## config.mk

```make
export PLATFORM = sky130hd
export DESIGN_NAME = uart_rx_fifo
export DESIGN_NICKNAME = d
export VERILOG_FILES = /design/src/rtl/uart_rx_fifo.sv
export SDC_FILE = /design/constraint.sdc
export NUM_CORES = 1
export LEC_CHECK = 0
export BUFFER_PORTS_ARGS = -buffer_cell sky130_fd_sc_hd__buf_2
export CAP_MARGIN = 20
export CORE_UTILIZATION = 45
export DETAILED_ROUTE_END_ITERATION = 10
export HOLD_SLACK_MARGIN = 0.02
export SLEW_MARGIN = 20
export SYNTH_ARGS = -nofsm -noshare
export SYNTH_HDL_FRONTEND = slang
export SYNTH_SLANG_ARGS = --single-unit
```

## constraint.sdc

```tcl
create_clock -name Clk -period 3.15 [get_ports Clk]
set_clock_uncertainty 0.15 [all_clocks]
set_input_delay 0.315 -clock Clk [delete_from_list [all_inputs] [get_ports Clk]]
set_output_delay 0.315 -clock Clk [all_outputs]
set_load 0.05 [all_outputs]
```

## src/rtl/uart_rx_fifo.sv

```systemverilog
// rtl/uart_rx_fifo.sv - 8N1 UART receiver with 3-sample majority vote and FWFT receive FIFO
module uart_rx_fifo #(
    parameter int P_CLKS_PER_BIT = 434,
    parameter int P_FIFO_AW      = 2
) (
    input  logic                 Clk,
    input  logic                 Rst,
    input  logic                 i_Rx,
    input  logic                 i_fRd,
    input  logic                 i_fClrErr,
    output logic [7:0]           o_Data,
    output logic                 o_fValid,
    output logic [P_FIFO_AW:0]   o_Count,
    output logic                 o_fFrameErr,
    output logic                 o_fOverrun,
    output logic                 o_fBusy
);

    localparam int H     = P_CLKS_PER_BIT / 2;
    localparam int CW    = $clog2(P_CLKS_PER_BIT);
    localparam int DEPTH = 1 << P_FIFO_AW;

    localparam logic [CW-1:0]      C_LAST = CW'(P_CLKS_PER_BIT - 1);
    localparam logic [CW-1:0]      C_S0   = CW'(H - 1);
    localparam logic [CW-1:0]      C_S1   = CW'(H);
    localparam logic [CW-1:0]      C_DEC  = CW'(H + 1);
    localparam logic [P_FIFO_AW:0] C_FULL = (P_FIFO_AW+1)'(DEPTH);

    typedef enum logic [2:0] {
        S_IDLE,
        S_START,
        S_DATA,
        S_STOP,
        S_BREAK
    } state_t;

    state_t          state;
    logic            rx_m;
    logic            rx_s;
    logic [CW-1:0]   cnt;
    logic [2:0]      idx;
    logic [7:0]      shreg;
    logic            smp0;
    logic            smp1;
    logic            maj;
    logic            decide;
    logic            push;
    logic            pop;
    logic            full;
    logic            wr_en;
    logic [7:0]      mem [DEPTH];
    logic [P_FIFO_AW:0] wr_ptr;
    logic [P_FIFO_AW:0] rd_ptr;
    logic [P_FIFO_AW:0] count;

    // Two-flop synchronizer; idles high so reset never looks like a start bit
    always_ff @(posedge Clk) begin
        if (Rst) begin
            rx_m <= 1'b1;
            rx_s <= 1'b1;
        end else begin
            rx_m <= i_Rx;
            rx_s <= rx_m;
        end
    end

    // Capture the first two of the three mid-bit samples; the third is rx_s itself
    always_ff @(posedge Clk) begin
        if (Rst) begin
            smp0 <= 1'b1;
            smp1 <= 1'b1;
        end else begin
            if (cnt == C_S0) smp0 <= rx_s;
            if (cnt == C_S1) smp1 <= rx_s;
        end
    end

    assign maj    = (smp0 & smp1) | (smp0 & rx_s) | (smp1 & rx_s);
    assign decide = (cnt == C_DEC);
    assign push   = (state == S_STOP) && decide && maj;

    // Receive FSM: bit timing, start validation, data shift and stop check
    always_ff @(posedge Clk) begin
        if (Rst) begin
            state       <= S_IDLE;
            cnt         <= '0;
            idx         <= '0;
            shreg       <= '0;
            o_fFrameErr <= 1'b0;
        end else begin
            o_fFrameErr <= 1'b0;
            cnt         <= (cnt == C_LAST) ? '0 : cnt + 1'b1;
            case (state)
                S_IDLE: begin
                    cnt <= '0;
                    if (!rx_s) state <= S_START;
                end
                S_START: begin
                    if (decide && maj) begin
                        state <= S_IDLE;
                    end else if (cnt == C_LAST) begin
                        state <= S_DATA;
                        idx   <= '0;
                    end
                end
                S_DATA: begin
                    if (decide) shreg[idx] <= maj;
                    if (cnt == C_LAST) begin
                        idx <= idx + 1'b1;
                        if (idx == 3'd7) state <= S_STOP;
                    end
                end
                S_STOP: begin
                    if (decide) begin
                        if (maj) begin
                            state <= S_IDLE;
                        end else begin
                            o_fFrameErr <= 1'b1;
                            state       <= S_BREAK;
                        end
                    end
                end
                S_BREAK: begin
                    if (rx_s) state <= S_IDLE;
                end
                default: state <= S_IDLE;
            endcase
        end
    end

    assign count = wr_ptr - rd_ptr;
    assign full  = (count == C_FULL);
    assign pop   = i_fRd && (count != '0);
    assign wr_en = push && (!full || pop);

    // FIFO storage; contents need no reset because pointers define validity
    always_ff @(posedge Clk) begin
        if (wr_en) mem[wr_ptr[P_FIFO_AW-1:0]] <= shreg;
    end

    // FIFO pointers
    always_ff @(posedge Clk) begin
        if (Rst) begin
            wr_ptr <= '0;
            rd_ptr <= '0;
        end else begin
            if (wr_en) wr_ptr <= wr_ptr + 1'b1;
            if (pop)   rd_ptr <= rd_ptr + 1'b1;
        end
    end

    // Sticky overrun; a drop on the same cycle as a clear keeps the flag set
    always_ff @(posedge Clk) begin
        if (Rst) begin
            o_fOverrun <= 1'b0;
        end else if (push && full && !pop) begin
            o_fOverrun <= 1'b1;
        end else if (i_fClrErr) begin
            o_fOverrun <= 1'b0;
        end
    end

    assign o_fValid = (count != '0);
    assign o_Count  = count;
    assign o_Data   = o_fValid ? mem[rd_ptr[P_FIFO_AW-1:0]] : 8'h00;
    assign o_fBusy  = (state != S_IDLE);

endmodule

```

==> metrics <==
Design Power=2070 uW; Non-Filler Instances=350; synthesized flop and latch total=69; Psw=~600 uW; Final setup viols=0; final RePlAce weighted congestion=between 0.7 and 0.8; DRT iter0 DRCs=59; placed insts=about 330; clock power share=around a third; total grt overflow=0; total CTS buffers=9; clock transition at the registers of the reported paths=roughly 60 ps; Post-synth EDFFs=32; actual transition at the worst max-transition pin=530 ps; vias per cell=about 5; Crit-path slowest cell=dfxtp_1; peak supply drop=between 300 and 400 uV; Async S/R FF share, synth=0%; area grow syn2layout=11.5%; Crit. End Element=output pin; Crit path largest cell delay=390 ps; Worst-Skew Late Latency=approximately 320 ps; Post-Syn Area per Cell=between 10 and 15 um2; cell count after synthesis=around 250; CP Launch Point=wr_ptr[0]; Fill cells=between 500 and 600; R2R depth=7; post-route setup TNS=0 ps; Final HPWL DP=approximately 3500 um; Sequential Area=approximately 1700 um2; boundary pin count=20; top_reg_cell synth=dfxtp_1; ratio of cells with drive above 1 in the final layout=a little over a fifth; Nets=286; Slew HR=roughly 65%; DRT Pass-1 Iters=4; area of the die=between 7000 and 8000 um2; Hold Path End=o_fOverrun; Sink Count=69; status=finished, final reports clean; gr usage total=around 15%; reg2reg end=mem[3][0]; Multi-input gate area=1330 um2; placement row count=29; Max Fclk=around 360 MHz; Final Hold Vio Count=0; antenna violations before repair=0; kind of critical path=reg -> out; Register-to-Register Setup Slack=about 450 ps; Area after DPL=3260 um2; largest net degree at the start of global routing=32; vias in the first global route=approximately 1.7k; Internal Power=~1500 uW; Die H=roughly 85 um; max-cap check violation count=0; Clock Tree Buf Depth=2; Gate power share=a little under a fifth; syn nets=267; Antenna Nets Post-Route=0; post-synthesis sequential area ratio=54.6%; DRC=0; Ant. Diodes=0; Yosys cell types=between 40 and 50; drt total wl=4830 um; P_leak=0.00139 uW; Synth Cell Area=3110 um2; Cell Chain, Critical Path=inv_1, ha_1, fa_1, xnor3_1, nand3_2, and2_1, buf_2; Tightest Hold Check Type=in -> reg; die width=85.2 um; Starting Density=about 48%; Flop pwr share=roughly 48%; Hold Startpoint=i_fClrErr; CTS tree=yes; mean routed wirelength per cell=about 14 um; Hold Path Cell Cnt=4; Post-CTS Setup Repair Bufs=0; Yosys Warn Count=0; pwr/cell area=~600 nW/um2; Critical Path AT=2320 ps; FF-to-FF Start=wr_ptr[0]; Period minus WS final=between 2000 and 3000 ps; CP required=between 2000 and 3000 ps; Max Slew Vio Count=0; Tcrit/Tclk final=about nine tenths; RSZ-0062 raised after global routing=false; first-pass GRT wire length=about 8400 um; # port buffers=19; startpoint types=flop; vias post-DR=between 1.5k and 2k; core footprint=between 6000 and 7000 um2; worst-path fanout max=11; Clock Root Buffer=clkbuf_8; Final Cell Area=3470 um2; htree depth=3; switching part of the total power=28.9%
-- registers in the layout (all words and copies together) (netlist names), named ones only --
signal,count
state,3
rd_ptr,3
smp0,1
mem,32
rx_s,1
smp1,1
wr_ptr,3
rx_m,1
o_fFrameErr,1
shreg,8
o_fOverrun,1
cnt,9
idx,3
-- power groups by stage --
stage	logic, uW	registers [uW]	clock network (uW)
2_1_floorplan	352	982	0
3_3_place_gp	381	1020	0
3_5_place_dp	384	1020	0
4_1_cts	386	1000	713
5_1_grt	425	1010	759
6_report	384	1000	688
-- metrics by stage --
stage               util [%]  worst slack (ps)  hold WS (ps)
global route            53.2               139           166
CTS                     53.1               127           144
finish                  53.2               366           159
global placement        49.8               469           250
floorplan                  -               447           239
detailed placement      49.8               429           248
-- worst max-delay path by stage --
stage / to / cells past startpoint / slack (ps)
2_1_floorplan: mem[3][0] / 7 / 450
3_3_place_gp: mem[3][2] / 7 / 470
3_5_place_dp: mem[3][2] / 7 / 430
4_1_cts: o_Data[4] / 7 / 130
5_1_grt: o_Data[4] / 7 / 140
6_report: o_Data[4] / 7 / 370
-- synthesized netlist by cell type, types with 2 or more instances --
master	number	area share, %
dfxtp_1	37	24
edfxtp_1	32	31
nor2_1	25	3.0
and2_1	13	2.6
ha_1	12	4.8
mux2i_1	11	3.5
nand2b_1	11	2.2
inv_1	9	1.1
nand3_1	9	1.4
mux4_2	8	5.8
clkbuf_1	7	0.84
nand2_1	6	0.72
xor2_1	6	1.7
nor3_1	5	0.80
xnor2_1	5	1.4
buf_2	4	0.64
nor2b_1	4	0.80
a21oi_1	3	0.48
nand3b_1	3	0.72
nor3_2	3	0.96
nor3b_2	3	1.2
or2_2	3	0.60
a22oi_1	2	0.48
and3_1	2	0.40
mux2_2	2	0.72
o21ai_0	2	0.32
-- metal layers --
metal | vias to the layer above | part of all wire [%] | routed length, um | global-route usage (%)
li1 | 919 | - | - | -
met1 | 832 | 51 | 2470 | 20.6
met2 | 17 | 46 | 2230 | 23.8
met3 | 4 | 1.9 | 92 | 3.31
met4 | 0 | 0.64 | 31 | 6.01
met5 | - | 0 | 0 | 0
-- cell type report --
class                      instances  share of cell area [%]
timing repair buffer              20                    3.03
clock buffer                      16                    5.80
tap                               77                    2.77
multi-input combinational        159                    38.4
inverter                           9                   0.973
sequential                        69                    49.0
-- worst max-delay path, delay by kind of cell (launching register included) --
kind / cells / cell delay [ps]
fa+ha+maj: 2 / 570
flops: 1 / 390
xor+xnor: 1 / 310
buf+inv: 2 / 300
simple gates: 2 / 430
-- cells in the final DEF, fill, tap and decap left out, types with 5 or more instances in the layout --
master	Yosys	routed
xor2_1	6	6
dfxtp_1	37	37
nor2_1	25	25
nand2_1	6	6
nor3_1	5	5
and2_1	13	13
edfxtp_1	32	32
xnor2_1	5	5
nand3_1	9	8
clkbuf_8	0	12
ha_1	12	12
mux2i_1	11	11
buf_2	4	19
mux4_2	8	8
inv_1	9	9
nand2b_1	11	11
-- what timing repair did --
action / 4_1_cts / 5_1_grt
setup endpoints to repair: 0 / 8
endpoints found under the hold margin: 1 / 0
resized for setup: 0 / 1
hold buffers: 1 / 0
-- kinds of logic (layout without fill, tap and decap cells) --
kind of cell,count (synthesis),after routing,share of synthesized area (%)
AO/OA/AOI/OAI,14,14,2.97
flip-flops,69,69,54.6
adder cells (fa/ha/maj),14,14,5.79
AND/OR/NAND/NOR,98,98,20.0
XOR/XNOR,12,12,3.82
buffers and inverters,21,45,2.69
multiplexers,21,21,10.0
Power figures use the tool's default switching activity.
